<file path="config.mk">
export PLATFORM = sky130hd
export DESIGN_NAME = regfile_wb_arbiter
export DESIGN_NICKNAME = d
export VERILOG_FILES = /design/src/rtl/regfile_pkg.sv /design/src/rtl/rr_arbiter2.sv /design/src/rtl/regfile_wb_arbiter.sv
export SDC_FILE = /design/constraint.sdc
export NUM_CORES = 1
export LEC_CHECK = 0
export CELL_PAD_IN_SITES_DETAIL_PLACEMENT = 1
export CELL_PAD_IN_SITES_GLOBAL_PLACEMENT = 1
export CORE_MARGIN = 2
export CORE_UTILIZATION = 50
export CTS_CLUSTER_DIAMETER = 200
export DETAILED_ROUTE_END_ITERATION = 6
export DONT_BUFFER_PORTS = 1
export GPL_TIMING_DRIVEN = 0
export PLACE_DENSITY = 0.91
export RECOVER_POWER = 25
export SETUP_SLACK_MARGIN = 0.3
export SKIP_LAST_GASP = 1
export SYNTH_ARGS = -nofsm -noshare
export SYNTH_HDL_FRONTEND = slang
export SYNTH_SLANG_ARGS = --single-unit
export TNS_END_PERCENT = 1
</file>
<file path="constraint.sdc">
create_clock -name clock -period 4.7 [get_ports clock]
set_clock_uncertainty 0.1 [all_clocks]
set_input_delay 0.47 -clock clock [delete_from_list [all_inputs] [get_ports clock]]
set_output_delay 0.47 -clock clock [all_outputs]
set_load 0.005 [all_outputs]
</file>
<file path="src/rtl/regfile_pkg.sv">
// Shared constants and types for the register-file writeback path.
// Latency: none (definitions only).
// Backpressure: none (definitions only).
// Contents: data width, register address width, register count,
//           round-robin priority encoding, tracked-register helper.
package regfile_pkg;

  localparam int XLEN       = 32;
  localparam int REG_ADDR_W = 5;
  localparam int NUM_REGS   = 32;

  // Which requester wins when both are valid in the same cycle.
  typedef enum logic {
    PRIO_REQ0 = 1'b0,
    PRIO_REQ1 = 1'b1
  } prio_t;

  // x0 is architecturally constant, so it is never written and never tracked.
  function automatic logic is_tracked(input logic [REG_ADDR_W-1:0] addr);
    return (addr != '0);
  endfunction

endpackage

</file>
<file path="src/rtl/rr_arbiter2.sv">
// Two-way round-robin arbiter for the writeback port.
// Latency: grant is combinational from req; the priority pointer moves at the edge.
// Backpressure: hold=1 forces an empty grant and freezes the pointer.
// Ports: clock, reset (sync, active-high), req[1:0], hold, grant[1:0] (one-hot or zero).
module rr_arbiter2
  import regfile_pkg::*;
(
  input  logic       clock,
  input  logic       reset,
  input  logic [1:0] req,
  input  logic       hold,
  output logic [1:0] grant
);

  prio_t prio_q;

  always_comb begin
    grant = 2'b00;
    if (!hold) begin
      if (req == 2'b11) begin
        grant = (prio_q == PRIO_REQ0) ? 2'b01 : 2'b10;
      end else begin
        grant = req;
      end
    end
  end

  // A grant always completes a transfer (ready is only driven with valid),
  // so a non-empty grant is the accept condition for the pointer.
  always_ff @(posedge clock) begin
    if (reset) begin
      prio_q <= PRIO_REQ0;
    end else if (grant[0]) begin
      prio_q <= PRIO_REQ1;
    end else if (grant[1]) begin
      prio_q <= PRIO_REQ0;
    end
  end

endmodule

</file>
<file path="src/rtl/regfile_wb_arbiter.sv">
// Writeback arbiter and pending-write scoreboard in front of a register file.
// Latency: accepted writeback drives the register file write port one cycle later.
// Backpressure: reqN_ready only for the arbitration winner; issue_ready drops on a pending rd.
// Ports: clock/reset; req0_* (ALU) and req1_* (load) valid/ready/rd/data;
//        issue_valid/issue_ready/issue_rd; rs1_sel/rs2_sel -> hazard;
//        WR_EN/write_select/data_in to the register file write port.
module regfile_wb_arbiter #(
  parameter int XLEN     = regfile_pkg::XLEN,
  parameter int NUM_REGS = regfile_pkg::NUM_REGS
) (
  input  logic                              clock,
  input  logic                              reset,

  input  logic                              req0_valid,
  output logic                              req0_ready,
  input  logic [regfile_pkg::REG_ADDR_W-1:0] req0_rd,
  input  logic [XLEN-1:0]                   req0_data,

  input  logic                              req1_valid,
  output logic                              req1_ready,
  input  logic [regfile_pkg::REG_ADDR_W-1:0] req1_rd,
  input  logic [XLEN-1:0]                   req1_data,

  input  logic                              issue_valid,
  output logic                              issue_ready,
  input  logic [regfile_pkg::REG_ADDR_W-1:0] issue_rd,

  input  logic [regfile_pkg::REG_ADDR_W-1:0] rs1_sel,
  input  logic [regfile_pkg::REG_ADDR_W-1:0] rs2_sel,
  output logic                              hazard,

  output logic                              WR_EN,
  output logic [regfile_pkg::REG_ADDR_W-1:0] write_select,
  output logic [XLEN-1:0]                   data_in
);

  localparam int AW = regfile_pkg::REG_ADDR_W;

  // ---------------------------------------------------------------------
  // Arbitration
  // ---------------------------------------------------------------------
  logic [1:0]      grant;
  logic            xfer;
  logic [AW-1:0]   xfer_rd;
  logic [XLEN-1:0] xfer_data;

  rr_arbiter2 u_arb (
    .clock (clock),
    .reset (reset),
    .req   ({req1_valid, req0_valid}),
    .hold  (reset),
    .grant (grant)
  );

  assign req0_ready = grant[0];
  assign req1_ready = grant[1];
  assign xfer       = |grant;
  assign xfer_rd    = grant[1] ? req1_rd   : req0_rd;
  assign xfer_data  = grant[1] ? req1_data : req0_data;

  // ---------------------------------------------------------------------
  // Register file write port
  // ---------------------------------------------------------------------
  logic            wr_en_q;
  logic [AW-1:0]   sel_q;
  logic [XLEN-1:0] data_q;

  always_ff @(posedge clock) begin
    if (reset) begin
      wr_en_q <= 1'b0;
      sel_q   <= '0;
      data_q  <= '0;
    end else begin
      wr_en_q <= xfer && regfile_pkg::is_tracked(xfer_rd);
      if (xfer) begin
        sel_q  <= xfer_rd;
        data_q <= xfer_data;
      end
    end
  end

  // A write that was accepted just before reset must not land in the
  // register file while reset is held.
  assign WR_EN        = wr_en_q & ~reset;
  assign write_select = sel_q;
  assign data_in      = data_q;

  // ---------------------------------------------------------------------
  // Pending-write scoreboard
  // ---------------------------------------------------------------------
  logic [NUM_REGS-1:0] pending;
  logic [NUM_REGS-1:0] pending_nxt;
  logic                issue_set;

  assign issue_ready = ~reset & ~(regfile_pkg::is_tracked(issue_rd) & pending[issue_rd]);
  assign issue_set   = issue_valid & issue_ready & regfile_pkg::is_tracked(issue_rd);

  // Clear first, then set: a new reservation made on the same edge as the
  // old value commits must survive.
  always_comb begin
    pending_nxt = pending;
    if (WR_EN) begin
      pending_nxt[write_select] = 1'b0;
    end
    if (issue_set) begin
      pending_nxt[issue_rd] = 1'b1;
    end
    pending_nxt[0] = 1'b0;
  end

  always_ff @(posedge clock) begin
    if (reset) begin
      pending <= '0;
    end else begin
      pending <= pending_nxt;
    end
  end

  assign hazard = (regfile_pkg::is_tracked(rs1_sel) & pending[rs1_sel]) |
                  (regfile_pkg::is_tracked(rs2_sel) & pending[rs2_sel]);

endmodule

</file>
# Yosys cells after proc, flatten, opt, wreduce, memory -nomap -nowiden

Index checks and enable logic that the tools add are counted.

Output and inout bits: 42
Logic and storage cells: 54
Flip-flop bits (word level): 71
Input port bits: 94

Bitwise operators: 13
Muxes and demuxes: 19
$lt $le $gt $ge: 6
Eq/ne operators: 1
Reductions and logical operators: 9

Operators with widths:

| cell                 | count |
|---|---|
| $mux W32             | 3 |
| $and A32 B32 Y32     | 1 |
| $not A32 Y32         | 1 |
| $or A32 B32 Y32      | 1 |
| $lt A5 B6 Y1 const B | 4 |
| $reduce_bool A5 Y1   | 4 |
| $bmux W1 S5          | 3 |
| $demux W1 S5         | 2 |
| $ge A5 B1 Y1 const B | 2 |
| $and A1 B1 Y1        | 7 |
| $mux W1              | 7 |
| $mux W2              | 3 |
| $mux W5              | 1 |
| $logic_and A1 B1 Y1  | 3 |
| $eq A2 B2 Y1 const B | 1 |
| $not A1 Y1           | 2 |
| $reduce_bool A2 Y1   | 1 |
| $reduce_or A2 Y1     | 1 |
| $or A1 B1 Y1         | 1 |

# Logic depth before layout (Yosys ltp)

Depth in word-level cells: 9
Mapped depth: 7
Mapped depth without buffers: 6

# Hierarchy

From an unflattened synthesis, not the netlist that was laid out.

Cell total of the unflattened synthesis: 459
Area, all modules: 4012.6 um^2

Modules (own cells, without submodules):

| module             | instances | seq. area each (um^2) | area each (um^2) | cells each |
|---|---|---|---|---|
| regfile_wb_arbiter | 1         | 1381.3                | 3945.0           | 451 |
| rr_arbiter2        | 1         | 20.0                  | 67.6             | 8 |

# Worst setup path before layout

Ideal clock, no wire load.

Path kind: input to output
Start: input rs1_sel[2] (netlist name)
End: output hazard
Data arrival time: 1750 ps
Stages: 6
Required time: 4130 ps
Setup slack: 2380 ps
Path buffers: 1
Cell sequence: clkbuf_1 > mux4_2 > o32ai_1 > nand2_1 > nand4_1 > nand4_1

Cells in the longest elaborated chain, start to end: 4
Elaborated cells on any way between the ends: 5
Classes of those cells: mux: 2; bitwise: 2; reduce/logical: 1

Ends and longest elaborated chain:

| element                       | line                      | source |
|---|---|---|
| start: declaration            | regfile_wb_arbiter.sv:28  | `input logic [regfile_pkg::REG_ADDR_W-1:0] rs1_sel,` |
| $bmux W1 S5                   | regfile_wb_arbiter.sv:119 | `assign hazard = (regfile_pkg::is_tracked(rs1_sel) & pending[rs1_sel]) \|` |
| $mux W1 (implied by the code) | regfile_wb_arbiter.sv:119 |  |
| $and A1 B1 Y1 (*)             | regfile_wb_arbiter.sv:119 |  |
| $or A1 B1 Y1 (*)              | regfile_wb_arbiter.sv:119 |  |
| end: declaration              | regfile_wb_arbiter.sv:30  | `output logic hazard,` |

Every way passes the cells marked *; elsewhere a longest branch is shown, timed or not. The select of a mux whose other input is x is not followed.

# Worst setup path after layout

Ends and elaborated chain as after synthesis.

==> flow_metrics.tcl <==
set metrics [dict create \
    track_usage_pct 29.3 \
    hold_viol 0 \
    cts_sinks 70 \
    start_kind "input pin" \
    synth-main-ff-cell "dfxtp_1" \
    cpMostUsedCell "nand4_1" \
    syn_nets 562 \
    io_buffers 0 \
    critical_path_buf_inv_count 1 \
    critPathArrivalTime_ns 1.96 \
    grt_remaining_overflow 0 \
    hold_buffers 0 \
    rows 33 \
    clkTransAtPathRegs_ns 0.07 \
    hold_end "data_in[0]" \
    antenna_found_initial 0 \
    clkLatencyLatePin_ns 0.36 \
    outcome "completed" \
    htreeDepth 3 \
    async_flop_share_pct 0 \
    crit_family "multiplexers" \
    antenna_left 0 \
    grt_pass1_wl_um 20300 \
    setup_tns_ns 0 \
    vdd_drop_max_mv 0.166 \
    cts_setup_buffers 0 \
    rsz0062_at_grt "false" \
    fin_crit_ns 2.53 \
    finalNetCount 573 \
    syn_area_um2 4110 \
    cts_tree "built" \
    cp-end-kind "primary output" \
    drt_pre_antenna_iters 4 \
    drtIter0Drc 295 \
    core_um2 8090 \
    ys_ff_latch 70 \
    worstHoldStart "req1_data[0]" \
    ys_types 48 \
    min-delay-path-class "input pin to flip-flop" \
    die_area_um2 8950 \
    grt_max_degree 13 \
    r2r_start "u_arb.prio_q" \
    area_delta_synth_final_pct 8.41 \
    p_leak_nw 1.63 \
    hold_ws_ns 0.171 \
    fp.dieW_um 94.6 \
    holdPathStages 2 \
    synth_area_per_cell_um2 8.77 \
    slew_viol_final 0 \
    critPathMaxStageDelay_ns 0.57 \
    initial_core_util_pct 50.7 \
    synth_edf_count 0 \
    post_drt_wl_per_cell_um 22.1 \
    path_cells "clkbuf_1 -> mux4_2 -> o32ai_1 -> nand2_1 -> nand4_1 -> nand4_1" \
    io_pins 136 \
    drive_gt1_share_pct 11.4 \
    die-height_um 94.6 \
    timing.rr.end "data_in[9]" \
    cts-root-buf "clkbuf_8" \
    max_freq_mhz 395 \
    min_period_over_period_pct 53.9 \
    cts.path.max_buffers 2 \
    setup_violations 0 \
    cts_buffers 9 \
    maxCapViolCount 0 \
    p_per_area_nw_per_um2 304 \
    num-fill-cells 983 \
    worstSetupPathType "input pin to primary output" \
    crit_slowest_cell "mux4_2" \
    drt_wl_total_um 13000 \
    ys_warn_count 0 \
    antenna_cells 0 \
    crit_fanout 9 \
    via_count 3788 \
    r2r_slack_ns 2.70 \
    relSlewSlack_pct 50.6 \
    required_ns 4.13 \
    first_global_vias 3973 \
    routabilityCongestion 0.925 \
    vias_per_cell 6.43 \
    r2r_cells 6 \
    worst_slew_pin_slew_ns 0.739 \
    cts-resized-gates 0 \
    postSynthCellCount 468 \
    drc 0 \
    dp_hpwl_um 10100 \
    seq_area_frac_synth_pct 34.1 \
]
==> power breakdown <==
| group | total [mW] | switching [mW] | internal [mW] |
|---|---|---|---|
| Combinational | 0.172 | 0.106 | 0.0665 |
| Clock | 0.534 | 0.236 | 0.298 |
| Sequential | 0.645 | 0.0237 | 0.621 |
| Total | 1.35 | 0.366 | 0.986 |
==> per-layer routing <==
| metal | vias to the layer above | GRT usage (%) | part of all wire (%) |
|---|---|---|---|
| li1 | 1744 | - | - |
| met1 | 1831 | 34.9 | 38 |
| met2 | 188 | 51.1 | 50 |
| met3 | 25 | 7.18 | 9.4 |
| met4 | 0 | 10.7 | 1.9 |
| met5 | - | 0 | 0 |
==> worst max path at each step <==
stage	from	endpoint	slack (ns)	cells after the start
4_1_cts	rs1_sel[2]	hazard	2.15	6
6_report	rs1_sel[2]	hazard	2.17	6
2_1_floorplan	rs1_sel[2]	hazard	2.38	6
3_5_place_dp	rs1_sel[2]	hazard	2.15	6
3_3_place_gp	rs1_sel[2]	hazard	2.22	6
5_1_grt	rs1_sel[2]	hazard	2.06	6
==> flip-flops by register name, summed over array words and instances, names as in the netlist <==
signal and count:
write_select 5, pending 31, wr_en_q 1, data_in 32, u_arb.prio_q 1
==> worst reg2reg max path: cells and delay by family, from the launching register on <==
family	cells	cell delay [ns]
AO/OA/AOI/OAI	1	0.30
buffers and inverters	2	0.72
flip-flops	1	0.33
AND/OR/NAND/NOR	3	0.46
==> layout make-up <==
| cell class | count | area, um2 | share of cell area [%] |
|---|---|---|---|
| plain buffers | 36 | 155 | 3.49 |
| multi-input cells | 355 | 2520 | 56.7 |
| clock inverters | 6 | 86.3 | 1.94 |
| flip-flops and latches | 70 | 1400 | 31.5 |
| inverters | 7 | 26.3 | 0.590 |
| well taps | 105 | 131 | 2.95 |
| clock buffers | 10 | 128 | 2.87 |
==> stage by stage <==
stage	worst slack [ns]	area, um2	util, %	power [mW]	cells
after floorplan	2.38	4110	-	0.783	468
after global placement	2.22	4240	52.4	0.819	573
after detailed placement	2.15	4240	52.4	0.829	573
after CTS	2.15	4450	55.0	1.35	589
after global routing	2.06	4450	55.0	1.40	589
final	2.17	4450	55.0	1.35	589
==> cells in the mapped netlist (2+ instances only) <==
cell type	n	share of area [%]
or4_1	2	0.37
a2111oi_0	2	0.43
nand3b_1	42	7.7
nand3_1	9	1.1
nor3_1	6	0.73
nor2b_1	24	3.7
mux2_2	6	1.6
o21ai_1	5	0.61
or2_2	2	0.30
o211ai_1	2	0.37
buf_2	7	0.85
nand4b_1	2	0.43
a311oi_1	14	3.0
o31ai_1	4	0.73
clkbuf_1	24	2.2
nand2b_1	5	0.76
a21oi_1	3	0.37
dfxtp_1	70	34
nor2_1	29	2.7
nand2_1	52	4.8
a211oi_1	7	1.3
buf_1	3	0.27
nor3b_1	8	1.5
mux2i_1	31	7.6
o21ai_0	60	7.3
nand4_1	6	0.91
mux4_2	15	8.2
a22oi_1	2	0.37
inv_1	7	0.64
==> placed cells by master, fill, tap and decap left out, drive strengths merged, types with 5 or more instances in the layout <==
| cell type | synthesis | final |
|---|---|---|
| dfxtp | 70 | 70 |
| o21ai | 66 | 66 |
| nand2 | 52 | 52 |
| nand3b | 42 | 42 |
| clkbuf | 24 | 34 |
| mux2i | 31 | 31 |
| nor2 | 29 | 29 |
| nor2b | 24 | 24 |
| mux4 | 15 | 15 |
| a311oi | 14 | 14 |
| buf | 12 | 12 |
| nand3 | 9 | 9 |
| nor3b | 8 | 8 |
| inv | 7 | 7 |
| a211oi | 7 | 7 |
| mux2 | 7 | 7 |
| nand4 | 6 | 6 |
| nor3 | 6 | 6 |
| nand2b | 5 | 5 |
==> cell families after synthesis <==
group	after synthesis	share of synthesized area [%]
buf+inv	43	4.42
simple gates	194	26.1
compound gates	108	17.6
mux	53	17.8
flops	70	34.1
Note: power is estimated with default switching activity, not from simulation.
